[src/rtl/sd4_pp_gen.sv]
// Sequential radix-4 signed-digit (Booth) partial-product generator: nine lanes, one digit per cycle.
// Optional early exit when all remaining digits are zero: define SD4_ZERO_SKIP_EN.
module sd4_pp_gen #(
    parameter int A_W  = 8,
    parameter int W_W  = 8,
    parameter int PP_W = 16
) (
    input  logic              clk,
    input  logic              rst,
    input  logic              in_valid,
    output logic              in_ready,
    input  logic [9*A_W-1:0]  act,
    input  logic [9*W_W-1:0]  wgt,
    output logic              out_valid,
    input  logic              out_ready,
    output logic [PP_W-1:0]   aligned_pp_0,
    output logic [PP_W-1:0]   aligned_pp_1,
    output logic [PP_W-1:0]   aligned_pp_2,
    output logic [PP_W-1:0]   aligned_pp_3,
    output logic [PP_W-1:0]   aligned_pp_4,
    output logic [PP_W-1:0]   aligned_pp_5,
    output logic [PP_W-1:0]   aligned_pp_6,
    output logic [PP_W-1:0]   aligned_pp_7,
    output logic [PP_W-1:0]   aligned_pp_8,
    output logic [1:0]        dbg_state
);

    localparam int LANES = 9;
    localparam int ND    = W_W / 2;
    localparam int K_W   = (ND > 1) ? $clog2(ND) : 1;
    localparam logic [PP_W-1:0] ONE = PP_W'(1);

    // Handshakes: a transfer happens on a rising edge where valid and ready are both high;
    // valid must not depend on ready, and the sender holds its data until the transfer.
    typedef enum logic [1:0] {IDLE = 2'd0, RUN = 2'd1, DONE = 2'd2} state_e;

    state_e           state_q, state_d;
    logic [K_W-1:0]   k_q, k_d;
    logic [9*A_W-1:0] act_q, act_d;
    logic [9*W_W-1:0] wgt_q, wgt_d;
    logic [PP_W-1:0]  acc_q [LANES];
    logic [PP_W-1:0]  acc_d [LANES];
    logic [PP_W-1:0]  pp_q  [LANES];
    logic [PP_W-1:0]  pp_d  [LANES];
    logic             out_valid_q, out_valid_d;
    logic             last_digit;

    // Weighted term for digit k: the Booth triplet {w[2k+1], w[2k], w[2k-1]} selects 0, +-a or +-2a.
    function automatic logic [PP_W-1:0] sd4_term(input logic [A_W-1:0] a,
                                                 input logic [W_W-1:0] w,
                                                 input logic [K_W-1:0] k);
        logic [W_W:0]    wext;
        logic [2:0]      trip;
        logic [PP_W-1:0] a_ext;
        logic [PP_W-1:0] mag;
        wext  = {w, 1'b0};
        trip  = wext[2*k +: 3];
        a_ext = PP_W'($signed(a));
        case (trip)
            3'b001, 3'b010: mag = a_ext;
            3'b011:         mag = a_ext << 1;
            3'b100:         mag = ~(a_ext << 1) + ONE;
            3'b101, 3'b110: mag = ~a_ext + ONE;
            default:        mag = '0;
        endcase
        return mag << (2*k);
    endfunction

`ifdef SD4_ZERO_SKIP_EN
    // Remaining digits are zero when w[W_W-1:2k+1] is a pure sign extension.
    function automatic logic rest_zero(input logic [W_W-1:0] w, input logic [K_W-1:0] k);
        logic [W_W-1:0] s;
        s = W_W'($signed(w) >>> (2*k + 1));
        return (s == '0) || (s == '1);
    endfunction
`endif

    always_comb begin
        last_digit = (k_q == K_W'(ND - 1));
`ifdef SD4_ZERO_SKIP_EN
        begin
            logic all_rest;
            all_rest = 1'b1;
            for (int i = 0; i < LANES; i++) begin
                all_rest = all_rest & rest_zero(wgt_q[i*W_W +: W_W], k_q);
            end
            last_digit = last_digit | all_rest;
        end
`endif
    end

    always_comb begin
        state_d     = state_q;
        k_d         = k_q;
        act_d       = act_q;
        wgt_d       = wgt_q;
        out_valid_d = out_valid_q;
        acc_d       = acc_q;
        pp_d        = pp_q;
        case (state_q)
            IDLE: begin
                if (in_valid && in_ready) begin
                    act_d   = act;
                    wgt_d   = wgt;
                    k_d     = '0;
                    for (int i = 0; i < LANES; i++) acc_d[i] = '0;
                    state_d = RUN;
                end
            end
            RUN: begin
                for (int i = 0; i < LANES; i++) begin
                    acc_d[i] = acc_q[i] + sd4_term(act_q[i*A_W +: A_W], wgt_q[i*W_W +: W_W], k_q);
                end
                k_d = k_q + K_W'(1);
                if (last_digit) begin
                    pp_d        = acc_d;
                    out_valid_d = 1'b1;
                    k_d         = '0;
                    state_d     = DONE;
                end
            end
            DONE: begin
                if (out_ready) begin
                    out_valid_d = 1'b0;
                    state_d     = IDLE;
                end
            end
            default: state_d = IDLE;
        endcase
    end

    always_ff @(posedge clk or negedge rst) begin
        if (!rst) begin
            state_q     <= IDLE;
            k_q         <= '0;
            act_q       <= '0;
            wgt_q       <= '0;
            out_valid_q <= 1'b0;
            for (int i = 0; i < LANES; i++) begin
                acc_q[i] <= '0;
                pp_q[i]  <= '0;
            end
        end else begin
            state_q     <= state_d;
            k_q         <= k_d;
            act_q       <= act_d;
            wgt_q       <= wgt_d;
            out_valid_q <= out_valid_d;
            acc_q       <= acc_d;
            pp_q        <= pp_d;
        end
    end

    // Ready is gated by rst so it reads low for the whole time reset is asserted.
    assign in_ready     = rst & (state_q == IDLE);
    assign out_valid    = out_valid_q;
    assign dbg_state    = state_q;
    assign aligned_pp_0 = pp_q[0];
    assign aligned_pp_1 = pp_q[1];
    assign aligned_pp_2 = pp_q[2];
    assign aligned_pp_3 = pp_q[3];
    assign aligned_pp_4 = pp_q[4];
    assign aligned_pp_5 = pp_q[5];
    assign aligned_pp_6 = pp_q[6];
    assign aligned_pp_7 = pp_q[7];
    assign aligned_pp_8 = pp_q[8];

endmodule

[config.mk]
export PLATFORM = sky130hd
export DESIGN_NAME = sd4_pp_gen
export DESIGN_NICKNAME = d
export VERILOG_FILES = /design/src/rtl/sd4_pp_gen.sv
export SDC_FILE = /design/constraint.sdc
export NUM_CORES = 1
export LEC_CHECK = 0
export CELL_PAD_IN_SITES_DETAIL_PLACEMENT = 1
export CELL_PAD_IN_SITES_GLOBAL_PLACEMENT = 1
export CORE_UTILIZATION = 50
export CTS_BUF_LIST = sky130_fd_sc_hd__clkbuf_2 sky130_fd_sc_hd__clkbuf_4 sky130_fd_sc_hd__clkbuf_8
export DETAILED_ROUTE_END_ITERATION = 10
export DONT_BUFFER_PORTS = 1
export HOLD_SLACK_MARGIN = 0.15
export PLACE_DENSITY_LB_ADDON = 0.1
export SYNTH_ARGS = -nofsm -noshare
export SYNTH_HDL_FRONTEND = slang
export SYNTH_SLANG_ARGS = --single-unit
[constraint.sdc]
create_clock -name clk -period 8 [get_ports clk]
set_input_delay 1.6 -clock clk [delete_from_list [all_inputs] [get_ports clk]]
set_output_delay 1.6 -clock clk [all_outputs]
set_load 0.02 [all_outputs]
==> run summary, run 1 <==
The detail route stage leaves a number of antenna-violating nets equal to 0. After synthesis the netlist holds a flip-flop and latch count of 437. After synthesis, the cell types taking the most area are dfrtp_1 37%, nand2_1 9.0%, o21ai_0 7.5%. The element type at the critical path start was a flip-flop. The portion of synthesized cell area occupied by the leading cell type came out at 0.373. The tools report the I/O pin total as 296.

Relative to the synthesized area, the layout overhead comes to 7.24%. The count of input and output buffers was 0; the detailed-route via count was 26,145. The final setup violation count is 0, and the relative slew slack is 0.220. At the end of routability-driven placement, the weighted congestion stood at 0.906. The synthesized netlist occupies a cell area of 0.0293 mm2.

For the final routed database, the setup TNS stands at 0 ns. The data arrival time of the worst path was 6.25 ns; the insertion delay of the later-clocked pin in the worst-skew pair was 0.67 ns. The tools report the flip-flop and latch area as 0.0109 mm2. The largest total area in the synthesized netlist belongs to dfrtp_1.

For this run the aggregate overflow at the end of global routing stands at 0. The tools report the number of hold buffers added after cts as 0. Max-cap violations in this run came to 0.

The tree is rooted in a clkbuf_8. The first detailed-routing pass took 5 iterations. Dividing the detail-routed via count by the number of cells gives 6.20. The first routing iteration left 1,707 violations. The per-instance average area after synthesis was 8.43 um2. In this run the post-CTS setup repair buffer count came out at 0. The run gives 0 as the max-slew violation total from the final report. The logs give 0 for the final hold violation count and 0.0173 mm2 for the multi-input gate area in the final layout. The post-CTS clock slew at the launch and capture registers of the worst setup and hold paths is 0.06 ns, and the number of enable flip-flop cells after synthesis is 0.

Number of antenna violations at the first check in global routing: 14. Counting every net in the synthesized netlist gives 3,792. Summed over all layers, the routed wires come to 96,300 um.

After layout, the minimum clock period comes to 5.74 ns. For the pin with the worst max-slew slack, the measured transition is 1.17 ns. Setup repair after global routing left no endpoint under its margin.

The highest net fanout along the worst path was 57; the number of remaining DRC errors was 0. Entering global routing, the biggest net connects 439 pins. For the final database, setup skew stands at 0.0267 ns. The count of H-tree levels built during CTS was 3.

After technology mapping, the gate count stands at 3,480. The net count of the finished layout is 3,694. Yosys printed 0 warnings.

The die height is 244 um. The commonest cells after synthesis are 703 x nand2_1, 438 x o21ai_0, 437 x dfrtp_1. Gates resized during post-CTS repair numbered 0. The sequential area share after synthesis is 0.373, and the fraction of the cycle the final worst path needs is 0.718. The initialized floorplan defines 88 standard-cell rows. The kind of capture point of the worst setup path was a flip-flop. For this run, the leading register cell type out of synthesis is dfrtp_1.

The path class of the tightest hold or removal check is reg2reg. The critical path in this run is classified as reg2reg. For the clock buffer count from CTS, the log shows 81.

The average wire per standard cell was 22.8 um. The run finished with clean final reports. Synthesis instantiated 82 different standard cells from the library. The share of final-layout standard cells stronger than drive strength 1 works out to 0.0769.

The floorplan step set the die width to 244 um. The filler cells instantiated in the layout total 6,841. The wire length of the first global-routing pass is 154,000 um, and the final HPWL from detailed placement is 68,800 um. The sink count of the clock tree is 437.

The clock passes through at most 3 buffers. In this run the standard cell core region covers 0.0578 mm2. For the critical path required time, the log shows 8.51 ns. TritonCTS built the clock tree. The async set-reset flop share out of synthesis works out to 1.00. The overall fraction of global-route tracks in use was 0.324. For the number of global-route vias before repair, the log shows 27,130. Among all cell types in the netlist, the one instantiated most often is nand2_1.

For the initial cell density of the core, the log shows 0.508. The area enclosed by the die boundary is 0.0597 mm2, and the highest clock rate is 0.174 GHz.
[per-layer routing]
layer	GRT usage	up-vias	wire length, um
met4	0.0950	20	2530
met1	0.457	13131	45300
met5	0	-	138
li1	-	12200	-
met2	0.504	626	43000
met3	0.0643	168	5260
[cells in the final DEF (no fill, tap or decap), types with 9 or more instances in the layout]
| master | instances |
|---|---|
| xor2_1 | 95 |
| mux2i_1 | 83 |
| clkbuf_4 | 22 |
| nor2b_1 | 21 |
| o211ai_1 | 21 |
| o31ai_1 | 15 |
| a21o_1 | 48 |
| dfrtp_1 | 435 |
| mux4_2 | 16 |
| a21oi_1 | 171 |
| nand2b_1 | 49 |
| nand3_1 | 132 |
| xnor2_1 | 98 |
| nand2_1 | 698 |
| a21boi_0 | 16 |
| clkbuf_8 | 104 |
| and3_1 | 18 |
| a31oi_1 | 31 |
| o21a_1 | 40 |
| nor4_1 | 10 |
| o21ai_0 | 438 |
| ha_1 | 155 |
| or3_1 | 27 |
| nor2_1 | 143 |
| a221o_1 | 21 |
| fa_1 | 9 |
| a211oi_1 | 25 |
| o22ai_1 | 34 |
| nor3_1 | 62 |
| mux2_2 | 46 |
| a22oi_1 | 15 |
| clkinv_2 | 17 |
| nor3b_1 | 15 |
| o221ai_1 | 9 |
| buf_4 | 15 |
| inv_1 | 88 |
| and2_1 | 21 |
| o21bai_1 | 15 |
| a221oi_1 | 19 |
[final cells by class]
type	instances	area share
multi-input cells	2755	0.550
inverters	91	0.0109
well taps	765	0.0304
clock inverters	21	0.00525
flip-flops and latches	437	0.348
clock buffers	126	0.0507
diodes	4	0.000318
repair buffers	16	0.00421
[cell families after synthesis]
| logic type | synth area share |
|---|---|
| compound gates | 0.211 |
| xor+xnor | 0.0582 |
| fa+ha+maj | 0.0722 |
| buf+inv | 0.0389 |
| flops | 0.373 |
| mux | 0.0609 |
| simple gates | 0.186 |
[worst max-delay path: stages (launching register included)]
cell and delay [ns]:
dfrtp_4 0.95, inv_2 0.56, o21ai_1 0.64, nor3_1 0.22
a31o_2 0.30, a221oi_1 0.34, mux2_2 0.24, mux2i_1 0.09
ha_1 0.27, nor3_1 0.28, o211ai_1 0.22, a21oi_1 0.40
a32oi_1 0.28, xnor2_1 0.41, xor2_1 0.26, o21ai_0 0.10
[path summary, 6_finish.rpt]
path / startpoint / to / slack, ns / cells past startpoint
max in group asynchronous: rst / act_q[11]$_DFFE_PN0P_ / 6.73 / 0
min in group asynchronous: rst / aligned_pp_7[7]$_DFFE_PN0P_ / 0.64 / 0
max: k_q[1]$_DFFE_PN0P_ / aligned_pp_4[15]$_DFFE_PN0P_ / 2.26 / 15
min: wgt_q[2]$_DFFE_PN0P_ / wgt_q[2]$_DFFE_PN0P_ / 0.47 / 2
min reg2reg: wgt_q[2]$_DFFE_PN0P_ / wgt_q[2]$_DFFE_PN0P_ / 0.47 / 2
max reg2reg: k_q[1]$_DFFE_PN0P_ / aligned_pp_4[15]$_DFFE_PN0P_ / 2.26 / 15
[per-stage QoR]
stage | hold slack [ns] | instances | worst slack, ns | utilization | cell area, um2
6_report | 0.472 | 4215 | 2.26 | 0.544 | 31500
3_3_place_gp | 0.451 | 4064 | 2.46 | 0.514 | 29700
2_1_floorplan | 0.437 | 3480 | 3.73 | - | 29300
5_1_grt | 0.489 | 4212 | 1.86 | 0.544 | 31500
4_1_cts | 0.475 | 4211 | 2.34 | 0.544 | 31500
3_5_place_dp | 0.461 | 4064 | 2.35 | 0.514 | 29700
[registers in the layout, summed over array words and instances (netlist names)]
signal	flops
k_q	2
aligned_pp_4	16
wgt_q	72
aligned_pp_5	16
acc_q	144
aligned_pp_6	16
out_valid	1
aligned_pp_2	16
dbg_state	2
aligned_pp_0	16
aligned_pp_1	16
aligned_pp_3	16
aligned_pp_7	16
aligned_pp_8	16
act_q	72
Power of run 1 is not shown: default switching activity piles up to over one toggle a cycle in this logic, so the estimate is an artifact.
==> run 2: changes to the inputs <==
CORE_UTILIZATION = 46   (was 50)
clock period = 5.21 ns   (was 8 ns; I/O delays follow)
==> run 2 against run 1 <==
  * Hold slack worse by 0.40 ns
  * Clock skew rose by 0.0018 ns
  * Sequential share of layout area is 0.65 points lower
  * Design area grew 1.9%
  * Non-clock buffer count up 53
  * Worst setup slack lost 2.1 ns
  * Routed wire length rose by 3.1%
  * Critical endpoint is now acc_q[44]$_DFFE_PN0P_
  * Utilization decreased by 3.6 points
  * Die area grew 8.6%
  * Register-to-register slack worse by 2.1 ns
==> run summary, run 2 (same netlist as run 1, synthesis figures left out) <==
The run finished with clean final reports. The clock buffer count from CTS was 79 (was 81); the placement-stage cell area was 0.0301 mm2 (was 0.0297 mm2). Regs by FF count: acc_q x144, act_q x72, wgt_q x72 (unchanged). The highest net fanout along the worst path came out at 16 (was 57).

The share of final-layout standard cells stronger than drive strength 1 is 0.0908 (was 0.0769). The number of remaining DRC errors was 0 (unchanged); the wire length of the first global-routing pass was 153,000 um (was 154,000 um). The tools report the area enclosed by the die boundary as 0.0648 mm2 (was 0.0597 mm2). The run gives 0.0321 mm2 (was 0.0315 mm2) as the area of all placed cells without fillers.

The register with the highest flop count is acc_q (unchanged). The number of placement rows was 92 (was 88). The pin count of the biggest net entering global routing is 439 (unchanged), and the length in cells of the worst reg-to-reg path is 15 (unchanged). The logs give 0.465 (was 0.508) for the initial cell density of the core and 0.17 ns (was 2.26 ns) for the minimum setup slack among reg-to-reg paths. The post-CTS clock slew at the launch and capture registers of the worst setup and hold paths came out at 0.06 ns (about the same).

The critical path required time was 5.80 ns (was 8.51 ns); the post-detailed-route via-to-cell ratio was 6.06 (was 6.20). The run gives 0 (unchanged) as the remaining global-route overflow. The die height is 255 um (was 244 um), and the relative slew slack is 0.297 (was 0.220). I/O pin total: 296 (unchanged). Data arrival time of the worst path: 5.63 ns (was 6.25 ns).

Most common library cell in the layout ignoring fill and taps: nand2_1 (unchanged). Path category of the worst min-delay check: in2async (was reg2reg). TritonCTS built the clock tree. The violation count after the first detailed-route iteration was 1,675 (was 1,707); the highest clock rate was 0.198 GHz (was 0.174 GHz). The average wire per standard cell was 22.9 um (was 22.8 um); the count of input and output buffers was 0 (unchanged).

For the final wirelength, the log shows 99,300 um (was 96,300 um). The final hold violation count was 0 (unchanged); the fraction of the cycle the final worst path needs was 0.968 (was 0.718). Cell at the root of the clock tree: clkbuf_8 (unchanged). The element type at the critical path start was a flip-flop (unchanged). The slew at the pin closest to its max-slew limit was 1.05 ns (was 1.17 ns). The logs give 0.0631 mm2 (was 0.0578 mm2) for the standard cell core area and 3 (unchanged) for the count of H-tree levels built during CTS. The detailed-route via count came out at 26,281 (was 26,145).

The run gives 3 (was 14) as the number of antenna violations at the first check in global routing. The tools report the number of nets in the layout as 3,745 (was 3,694). The tools report the insertion delay of the later-clocked pin in the worst-skew pair as 0.69 ns (was 0.67 ns). The max-capacitance violation count is 0 (unchanged). The clock tree buffer depth came out at 3 (unchanged). The overall fraction of global-route tracks in use was 0.302 (was 0.324); the die extent in x was 255 um (was 244 um).

Category of the most critical setup path: reg2reg (unchanged). The filler cell count in the final layout came out at 7,519 (was 6,841). The run gives 0 (unchanged) as the residual antenna-violating net count after detailed routing. The sink count of the clock tree is 437 (unchanged), and the count of TritonRoute iterations in the first routing pass is 5 (unchanged).

The placer's final routability congestion estimate came out at 0.935 (was 0.906). The run gives 0 (unchanged) as the final setup violation count. Kind of capture point of the worst setup path: a flip-flop (unchanged). The number of flip-flops under the largest register name is 144 (unchanged), and the final HPWL from detailed placement is 72,300 um (was 68,800 um). End of the worst register-to-register path: acc_q[44]$_DFFE_PN0P_ (was aligned_pp_4[15]$_DFFE_PN0P_). Area growth from synthesis to final layout: 9.29% (was 7.24%). Highest-count cells in the layout ignoring fill and taps: 699 x nand2_1, 438 x o21ai_0, 435 x dfrtp_1 (was 698 x nand2_1, 438 x o21ai_0, 435 x dfrtp_1). For the max-slew violation total from the final report, the log shows 0 (unchanged). The number of global-route vias before repair is 26,757 (was 27,130), and the post-layout minimum cycle time is 5.04 ns (was 5.74 ns). The final clock skew was 0.0286 ns (was 0.0267 ns). The startpoint of the worst-slack reg-to-reg timing path is k_q[0]$_DFFE_PN0P_ (was k_q[1]$_DFFE_PN0P_).
## run 2: changes by cell type in the layout (fill, tap and decap cells not counted), moves of 2 or more
cell	previous run	this run
buf_12	1	4
clkbuf_8	104	97
diode_2	4	1
bufinv_16	2	7
clkbuf_4	22	17
buf_16	0	2
buf_4	15	63
## run 2: per-layer routing
metal	part of all wire	track usage
met1	0.48	0.432
met2	0.45	0.471
met3	0.048	0.0497
met4	0.025	0.0847
met5	0.00027	0
## run 2: repair_timing
item                                    in CTS  in global routing
resized for setup                            0                  7
hold endpoints to repair                   437                437
endpoints found under the setup margin       1                 23
cloned                                       0                  0
buffers inserted                             1                 11
## run 2: critical path: stages, from the launching register on
cell,delay (ns)
dfrtp_4,0.60
buf_4,0.21
mux4_2,0.67
nand2b_1,0.22
nor2_1,0.14
a21o_1,0.20
a221o_1,0.38
mux2i_1,0.28
mux2i_1,0.15
ha_1,0.36
a211oi_1,0.31
o21ai_0,0.14
a21oi_1,0.43
o21ai_0,0.34
or3_1,0.42
nand3_1,0.11
## run 2: worst max path at each step
stage                       start                            to  slack (ns)  cells past startpoint
2_1_floorplan  k_q[0]$_DFFE_PN0P_  aligned_pp_5[14]$_DFFE_PN0P_        0.94                     16
3_3_place_gp   k_q[0]$_DFFE_PN0P_  aligned_pp_5[14]$_DFFE_PN0P_        0.04                     13
3_5_place_dp   k_q[0]$_DFFE_PN0P_  aligned_pp_5[14]$_DFFE_PN0P_       -0.06                     13
4_1_cts        k_q[0]$_DFFE_PN0P_  aligned_pp_5[14]$_DFFE_PN0P_        0.03                     13
5_1_grt        k_q[0]$_DFFE_PN0P_  aligned_pp_5[15]$_DFFE_PN0P_      -0.006                     16
6_report       k_q[0]$_DFFE_PN0P_         acc_q[44]$_DFFE_PN0P_        0.17                     15
## run 2: final cells by class
type | count | area, um2 | area share
clock inverter | 27 | 319 | 0.00995
sequential | 437 | 10900 | 0.341
tap | 846 | 1060 | 0.0330
timing repair buffer | 69 | 608 | 0.0190
antenna | 1 | 2.50 | 0.0000780
inverter | 91 | 343 | 0.0107
multi-input combinational | 2755 | 17300 | 0.540
clock buffer | 114 | 1460 | 0.0456
## run 2: stage by stage
stage,util,TNS (ns),hold slack [ns],setup WS (ns),cells
6_report,0.508,0,0.0698,0.169,4340
5_1_grt,0.508,-0.0115,0.0208,-0.00629,4340
4_1_cts,0.507,0,0.0216,0.0342,4328
3_5_place_dp,0.478,-0.0640,0.462,-0.0640,4186
3_3_place_gp,0.478,0,0.454,0.0379,4186
2_1_floorplan,-,0,0.437,0.943,3480
Power of run 2 is left out for the same reason.
